[src/rtl/alu_input_sequencer.sv]
// alu_input_sequencer
//   Front-end for the 2-bit logic unit. A single bouncy push-button steps
//   through three loads: operand A, then operand B, then opcode I. Each load
//   takes the value on the switch bank. After the opcode load the FSM enters
//   SHOW. One cycle later, once the logic unit has settled on the new I, its
//   output F is captured into a held result register.
//
// Ports
//   clk          system clock, all state updates on the rising edge
//   rst          synchronous active-high reset
//   sw[1:0]      operand/opcode switches, sampled on accepted presses
//   btn          raw asynchronous push-button, high = pressed
//   alu_f[1:0]   combinational F from the logic unit
//   A[1:0]       registered operand A to the logic unit
//   B[1:0]       registered operand B to the logic unit
//   I[1:0]       registered opcode to the logic unit
//   result[1:0]  captured F
//   result_valid high while result holds F for the current A/B/I
//   state_led    current FSM state encoding

module alu_input_sequencer #(
  parameter int DEBOUNCE_CYCLES = 50000
) (
  input  logic       clk,
  input  logic       rst,
  input  logic [1:0] sw,
  input  logic       btn,
  input  logic [1:0] alu_f,
  output logic [1:0] A,
  output logic [1:0] B,
  output logic [1:0] I,
  output logic [1:0] result,
  output logic       result_valid,
  output logic [1:0] state_led
);

  typedef enum logic [1:0] {
    LOAD_A = 2'b00,
    LOAD_B = 2'b01,
    LOAD_I = 2'b10,
    SHOW   = 2'b11
  } state_t;

  localparam int CNT_W = $clog2(DEBOUNCE_CYCLES + 1);
  localparam logic [CNT_W-1:0] CNT_MAX = CNT_W'(DEBOUNCE_CYCLES - 1);

  logic             s1, s2;
  logic             db, db_q;
  logic [CNT_W-1:0] cnt;
  logic             press;
  logic             cap_pend;
  state_t           state;

  // Synchronizer and debouncer. The counter only advances while the
  // synchronized level disagrees with the accepted level, so any excursion
  // shorter than DEBOUNCE_CYCLES edges is forgotten as soon as it ends.
  // NOTE: sequential state uses non-blocking assignments so every register
  // samples the pre-edge values of the others, as real flops do.
  always_ff @(posedge clk) begin
    if (rst) begin
      s1   <= 1'b0;
      s2   <= 1'b0;
      db   <= 1'b0;
      db_q <= 1'b0;
      cnt  <= '0;
    end else begin
      s1   <= btn;
      s2   <= s1;
      db_q <= db;
      if (s2 == db) begin
        cnt <= '0;
      end else if (cnt == CNT_MAX) begin
        db  <= ~db;
        cnt <= '0;
      end else begin
        cnt <= cnt + CNT_W'(1);
      end
    end
  end

  // Rising edge of the debounced level: one cycle per accepted press.
  assign press = db & ~db_q;

  always_ff @(posedge clk) begin
    if (rst) begin
      state        <= LOAD_A;
      A            <= 2'b00;
      B            <= 2'b00;
      I            <= 2'b00;
      result       <= 2'b00;
      result_valid <= 1'b0;
      cap_pend     <= 1'b0;
    end else begin
      case (state)
        LOAD_A: if (press) begin
          A     <= sw;
          state <= LOAD_B;
        end
        LOAD_B: if (press) begin
          B     <= sw;
          state <= LOAD_I;
        end
        LOAD_I: if (press) begin
          I        <= sw;
          cap_pend <= 1'b1;
          state    <= SHOW;
        end
        SHOW: begin
          // I became visible to the logic unit at the edge that entered
          // SHOW, so alu_f is already valid for the new opcode here. A
          // press cannot coincide with this cycle because presses are
          // separated by at least two debounce windows.
          if (cap_pend) begin
            result       <= alu_f;
            result_valid <= 1'b1;
            cap_pend     <= 1'b0;
          end else if (press) begin
            result_valid <= 1'b0;
            state        <= LOAD_A;
          end
        end
        default: state <= LOAD_A;
      endcase
    end
  end

  assign state_led = state;

endmodule

[config.mk]
export PLATFORM = sky130hd
export DESIGN_NAME = alu_input_sequencer
export DESIGN_NICKNAME = d
export VERILOG_FILES = /design/src/rtl/alu_input_sequencer.sv
export SDC_FILE = /design/constraint.sdc
export NUM_CORES = 1
export LEC_CHECK = 0
export BUFFER_PORTS_ARGS = -buffer_cell sky130_fd_sc_hd__clkbuf_2
export CORE_ASPECT_RATIO = 0.6
export CORE_MARGIN = 1.5
export CORE_UTILIZATION = 55
export DETAILED_ROUTE_END_ITERATION = 8
export PLACE_DENSITY_LB_ADDON = 0.2
export SETUP_SLACK_MARGIN = 0.02
export SYNTH_ARGS = -nofsm -noshare
export SYNTH_HDL_FRONTEND = slang
export SYNTH_SLANG_ARGS = --single-unit
[constraint.sdc]
create_clock -name clk -period 3.9 [get_ports clk]
set_input_delay 0.195 -clock clk [delete_from_list [all_inputs] [get_ports clk]]
set_output_delay 0.195 -clock clk [all_outputs]
set_load 0.01 [all_outputs]
# After elaboration in Yosys (flattened, before gate mapping)
# Cells that the tools add are included.
[word_totals]
register_bits = 32
out_inout_bits = 11
inputBits = 7
[classes]
muxes = 10
eq_ne = 10
bitwise_logic = 4
n_addsub = 1
n_reduce_logical = 12
[ops]
columns = ["cell", "count"]
rows = [
  ["$add A16 B1 Y16 const B", 1],
  ["$eq A16 B16 Y1 const B", 1],
  ["$reduce_and A2 Y1", 7],
  ["$mux W2", 5],
  ["$ne A2 B2 Y1 const B", 5],
  ["$pmux W2 S4", 1],
  ["$reduce_and A5 Y1", 1],
  ["$eq A2 B2 Y1 const B", 2],
  ["$reduce_bool A2 Y1", 2],
  ["$mux W1", 3],
  ["$not A1 Y1", 3],
  ["$reduce_or A3 Y1", 1],
  ["$eq A2 B1 Y1 const B", 1],
  ["$logic_not A2 Y1", 1],
  ["$pmux W1 S2", 1],
  ["$and A1 B1 Y1", 1],
  ["$eq A1 B1 Y1", 1],
]

# Longest topological paths before layout
[depth]
depth_word = 5
depth_mapped = 7

# Worst setup path after synthesis
# No wires, ideal clock.
[synth_timing]
kind = "register to register"
startpoint = "register cnt[10]"
endpoint = "register cnt[10]"
n_path_buf = 2
path_stages_with_launch = 7
setup_slack_ns = 2.209
setup_time_ns = 0.115
t_arrival_ns = 1.577
cell_sequence = "dfxtp_1 > or4b_1 > nor4_2 > or3_1 > buf_6 > buf_12 > nor2_1"
[synth_between]
elab_chain_len = 2
[synth_lines]
columns = ["item", "line_no", "text"]
rows = [
  ["from (decl)", "49", "logic [CNT_W-1:0] cnt;"],
  ["from (signal assigned)", "76", "cnt <= cnt + CNT_W'(1);"],
  ["parallel branches: the longest is 2 deep, another holds $add A16 B1 Y16", "n/a", ""],
]
# Several ways; the timed one is not identified.
# A chain may end at the register's enable or synchronous reset.

# Worst setup path in the final report
[layout_timing]
startpoint = "register cnt[0]"
endpoint = "register cnt[11]"
# The elaborated chain is that of the path after synthesis.

==> impl_results.html <==
<table>
<tr><th>Metric</th><th>Value</th></tr>
<tr><th colspan="2">Detailed routing</th></tr>
<tr><td>DRC violation count after routing</td><td>0</td></tr>
<tr><td>Total via count after detailed routing</td><td>approximately 1100</td></tr>
<tr><td>Mean routed wirelength per cell</td><td>roughly 13 um</td></tr>
<tr><td>Via-to-Cell Ratio</td><td>5.319</td></tr>
<tr><td>Detailed router's first-iteration violation count</td><td>between 50 and 60</td></tr>
<tr><td>Wire length reported by the detailed router</td><td>2732 um</td></tr>
<tr><td>Initial DRT Pass Iterations</td><td>4</td></tr>
<tr><td>Count of nets left with antenna violations after detail routing</td><td>0</td></tr>
<tr><th colspan="2">Floorplanning</th></tr>
<tr><td>Effective utilization at floorplan</td><td>61.21%</td></tr>
<tr><td>Area of the core region</td><td>2277 um^2</td></tr>
<tr><td># IOs</td><td>18</td></tr>
<tr><td>Die width</td><td>about 68 um</td></tr>
<tr><td>Cell row count</td><td>13</td></tr>
<tr><td>Die boundary height</td><td>around 42 um</td></tr>
<tr><td>Die outline area</td><td>2855 um^2</td></tr>
<tr><th colspan="2">Global route</th></tr>
<tr><td>First-pass GRT wire length</td><td>4478 um</td></tr>
<tr><td>Vias in the first global route</td><td>between 900 and 1000</td></tr>
<tr><td>Total global routing track utilization</td><td>a little over a fifth</td></tr>
<tr><td>Pin count of the biggest net entering global routing</td><td>18</td></tr>
<tr><td>Initial antenna violation count</td><td>0</td></tr>
<tr><td>Leftover overflow at the end of global routing</td><td>0</td></tr>
<tr><th colspan="2">Hold path</th></tr>
<tr><td>Worst hold path type</td><td>in2reg</td></tr>
<tr><th colspan="2">Placed design</th></tr>
<tr><td>RePlAce Congestion</td><td>around 0.77</td></tr>
<tr><td>Placed Area</td><td>approximately 1500 um^2</td></tr>
<tr><td>Detailed placer's ending HPWL</td><td>2029 um</td></tr>
<tr><td>Worst Setup Slack post-DPL</td><td>between 1500 and 2000 ps</td></tr>
<tr><td>Number of input and output port buffers inserted</td><td>17</td></tr>
<tr><th colspan="2">Clocking</th></tr>
<tr><td>TritonCTS Buffers</td><td>5</td></tr>
<tr><td>Post-cts hold buffer count</td><td>0</td></tr>
<tr><td>Number of gates given a new drive strength after cts</td><td>0</td></tr>
<tr><td>Root buffer selected by CTS</td><td>sky130_fd_sc_hd__clkbuf_8</td></tr>
<tr><td>Post-CTS clock slew at the launch and capture registers of the worst setup and hold paths</td><td>~60 ps</td></tr>
<tr><td>Number of buffers added for setup after CTS</td><td>0</td></tr>
<tr><td>Maximum level of the CTS H-tree</td><td>2</td></tr>
<tr><td>Maximum buffer depth of the clock tree</td><td>2</td></tr>
<tr><td>Total clock sinks</td><td>32</td></tr>
<tr><td>Clock latency at the later pin of the worst-skew pair</td><td>290 ps</td></tr>
<tr><td>CTS tree</td><td>built</td></tr>
<tr><th colspan="2">Logic synthesis</th></tr>
<tr><td>Top area cells in the synthesized netlist</td><td>sky130_fd_sc_hd__dfxtp_1 (46%), sky130_fd_sc_hd__xnor2_1 (8.2%), sky130_fd_sc_hd__ha_1 (6.3%)</td></tr>
<tr><td>Cell area after synthesis</td><td>roughly 1400 um^2</td></tr>
<tr><td>Yosys cell types</td><td>29</td></tr>
<tr><td>Top cell type's share of synthesized area</td><td>a little under half</td></tr>
<tr><td>Main combinational cell family by area after synthesis</td><td>simple AND/OR/NAND/NOR gates</td></tr>
<tr><td>Share of synthesized area spent on multiplexers</td><td>1.436%</td></tr>
<tr><td>Post-synthesis sequential element count</td><td>32</td></tr>
<tr><td>Compound-Gate Fraction of Synth Area</td><td>6.194%</td></tr>
<tr><td>Syn avg cell area</td><td>between 8 and 9 um^2</td></tr>
<tr><td>Post-synthesis net count</td><td>between 150 and 200</td></tr>
<tr><td>Yosys warns</td><td>0</td></tr>
<tr><td>Biggest area consumer among synthesized cells</td><td>sky130_fd_sc_hd__dfxtp_1</td></tr>
<tr><td>Post-synthesis instance total</td><td>156</td></tr>
<tr><td>Xor and xnor area share after synthesis</td><td>between 8 and 9%</td></tr>
<tr><td>Adder-Cell Fraction of Synth Area</td><td>6.284%</td></tr>
<tr><td>Simple logic cell fraction of the synthesized area</td><td>approximately a quarter</td></tr>
<tr><td>Sequential share of the synthesized area</td><td>approximately 46%</td></tr>
<tr><th colspan="2">STA</th></tr>
<tr><td>Final WS setup</td><td>approximately 1800 ps</td></tr>
<tr><td>Actual slew at the worst max-slew pin</td><td>a little under 700 ps</td></tr>
<tr><td>Final period demand of the worst path</td><td>2091 ps</td></tr>
<tr><td>Final cycle utilization of the critical path</td><td>53.63%</td></tr>
<tr><td>Total count of max-transition violations in the final report</td><td>0</td></tr>
<tr><td>Final hold violations</td><td>0</td></tr>
<tr><td>Summed negative setup slack over all endpoints</td><td>0 ps</td></tr>
<tr><td>Worst Skew</td><td>about 6.4 ps</td></tr>
<tr><td>Final setup violating endpoints</td><td>0</td></tr>
<tr><td>Setup repair after global routing missed its margin</td><td>no</td></tr>
<tr><td>Maximum frequency from static timing analysis</td><td>about 0.48 GHz</td></tr>
<tr><td>Max transition margin</td><td>54.51%</td></tr>
<tr><th colspan="2">Worst setup path</th></tr>
<tr><td>Worst-path fanout max</td><td>16</td></tr>
<tr><td>Slowest CP cell</td><td>sky130_fd_sc_hd__or3_1</td></tr>
<tr><td>Worst EP required</td><td>between 4000 and 5000 ps</td></tr>
<tr><td>Arr. time, crit path</td><td>approximately 2200 ps</td></tr>
<tr><td>Buffers plus inverters on the worst setup path</td><td>0</td></tr>
<tr><td>Path type of the worst setup path</td><td>reg2reg</td></tr>
<tr><td>Critical path launch point type</td><td>flop</td></tr>
<tr><td>Cells along the critical path</td><td>ha_1 -&gt; nand3_1 -&gt; nor4_2 -&gt; or3_1 -&gt; nor2_1</td></tr>
<tr><td>Worst path top cell family by delay</td><td>simple AND/OR/NAND/NOR gates</td></tr>
<tr><td>Sort of element at the end of the critical path</td><td>flop</td></tr>
<tr><td>Delay contributed by the slowest stage of the critical path</td><td>between 500 and 600 ps</td></tr>
<tr><th colspan="2">Flow run</th></tr>
<tr><td>Max-cap violations</td><td>0</td></tr>
<tr><th colspan="2">Pwr</th></tr>
<tr><td>Leakage dissipation</td><td>around 0.53 nW</td></tr>
<tr><td>Maximum VDD drop</td><td>between 200 and 300 uV</td></tr>
<tr><td>Power per cell area</td><td>416.6 nW/um^2</td></tr>
<tr><td>Power Total</td><td>0.6532 mW</td></tr>
<tr><th colspan="2">Outcome</th></tr>
<tr><td>Run status</td><td>finished, final reports clean</td></tr>
<tr><th colspan="2">Layout</th></tr>
<tr><td>Ant. Diodes</td><td>0</td></tr>
<tr><td>Most common cell after layout, fill and taps aside</td><td>sky130_fd_sc_hd__dfxtp_1</td></tr>
<tr><td>Fraction of layout cells with a size suffix above 1</td><td>~15%</td></tr>
<tr><td>Synthesis-to-layout area growth</td><td>12.48%</td></tr>
<tr><td>Post-layout instance area</td><td>roughly 1600 um^2</td></tr>
<tr><td>Fin nets</td><td>190</td></tr>
<tr><td>Commonest cells after routing, fill and taps aside</td><td>sky130_fd_sc_hd__dfxtp_1 (32), sky130_fd_sc_hd__nor2_1 (22), sky130_fd_sc_hd__clkbuf_2 (17), sky130_fd_sc_hd__nand2_1 (15), sky130_fd_sc_hd__nand3_1 (14)</td></tr>
</table>
-- worst paths after layout --
kind               start  slack (ps)  endpoint  cells after the start
setup / recovery  cnt[0]        1810   cnt[11]                      5
hold / removal       btn         130        s1                      2
setup reg to reg  cnt[0]        1810   cnt[11]                      5
hold reg to reg       s1         440        s2                      1
-- power by group --
part	switching, mW	internal (mW)
logic	0.0324	0.0217
registers	0.00682	0.333
clock network	0.116	0.144
-- metrics by stage --
step,util (%),hold WS (ps),cells
CTS,68.85,117.0,207
floorplan,-,264.1,156
detailed placement,64.89,415.2,199
global route,68.85,131.0,207
finish,68.85,125.3,207
global placement,64.89,409.2,199
-- state kept, by name, summed over array words and instances (netlist names) --
name / count
result_valid: 1
result: 2
cap_pend: 1
A: 2
s2: 1
B: 2
s1: 1
db: 1
cnt: 16
db_q: 1
state_led: 2
I: 2
-- synth_stat cells, drive strengths merged --
cell / count
a21o: 1
or3b: 1
nor4: 5
nor2: 22
a211oi: 1
nor2b: 4
nand4: 3
a21oi: 10
a22oi: 1
ha: 7
or2: 1
o21ai: 1
clkbuf: 2
dfxtp: 32
or4b: 2
nand4b: 1
inv: 7
mux2i: 2
nand2b: 1
or3: 1
buf: 2
nor3: 5
xnor2: 13
xor2: 1
o41ai: 1
nand3: 14
nand2: 15
-- layer usage --
metal	GRT usage [%]	up-vias	wire length, um	share of wire (%)
li1	-	565	-	-
met1	31.36	491	1367	50
met2	28.16	43	1112	41
met3	11.83	2	238	8.7
met4	5.600	0	12	0.44
met5	0	-	0	0
-- logic make-up (layout without fill, tap and decap cells) --
group | after synthesis | in the layout
AO/OA/AOI/OAI | 15 | 15
XOR/XNOR | 14 | 14
adder cells (fa/ha/maj) | 7 | 7
buffers and inverters | 11 | 32
flip-flops | 32 | 32
multiplexers | 2 | 2
AND/OR/NAND/NOR | 75 | 75
-- area by class of cell --
cell class / count / area [um^2]
fillers: 194 / 709.4
multi-input cells: 113 / 688.2
flip-flops and latches: 32 / 640.6
clock buffers: 8 / 90.09
repair buffers: 17 / 85.08
well taps: 30 / 37.54
inverters: 7 / 26.28
-- worst register-to-register path: cells and delay by family, from the launching register on --
kind | cells | cell delay [ps]
simple gates | 4 | 1380
flops | 1 | 370
fa+ha+maj | 1 | 200
Note: power is estimated with default switching activity, not from simulation.
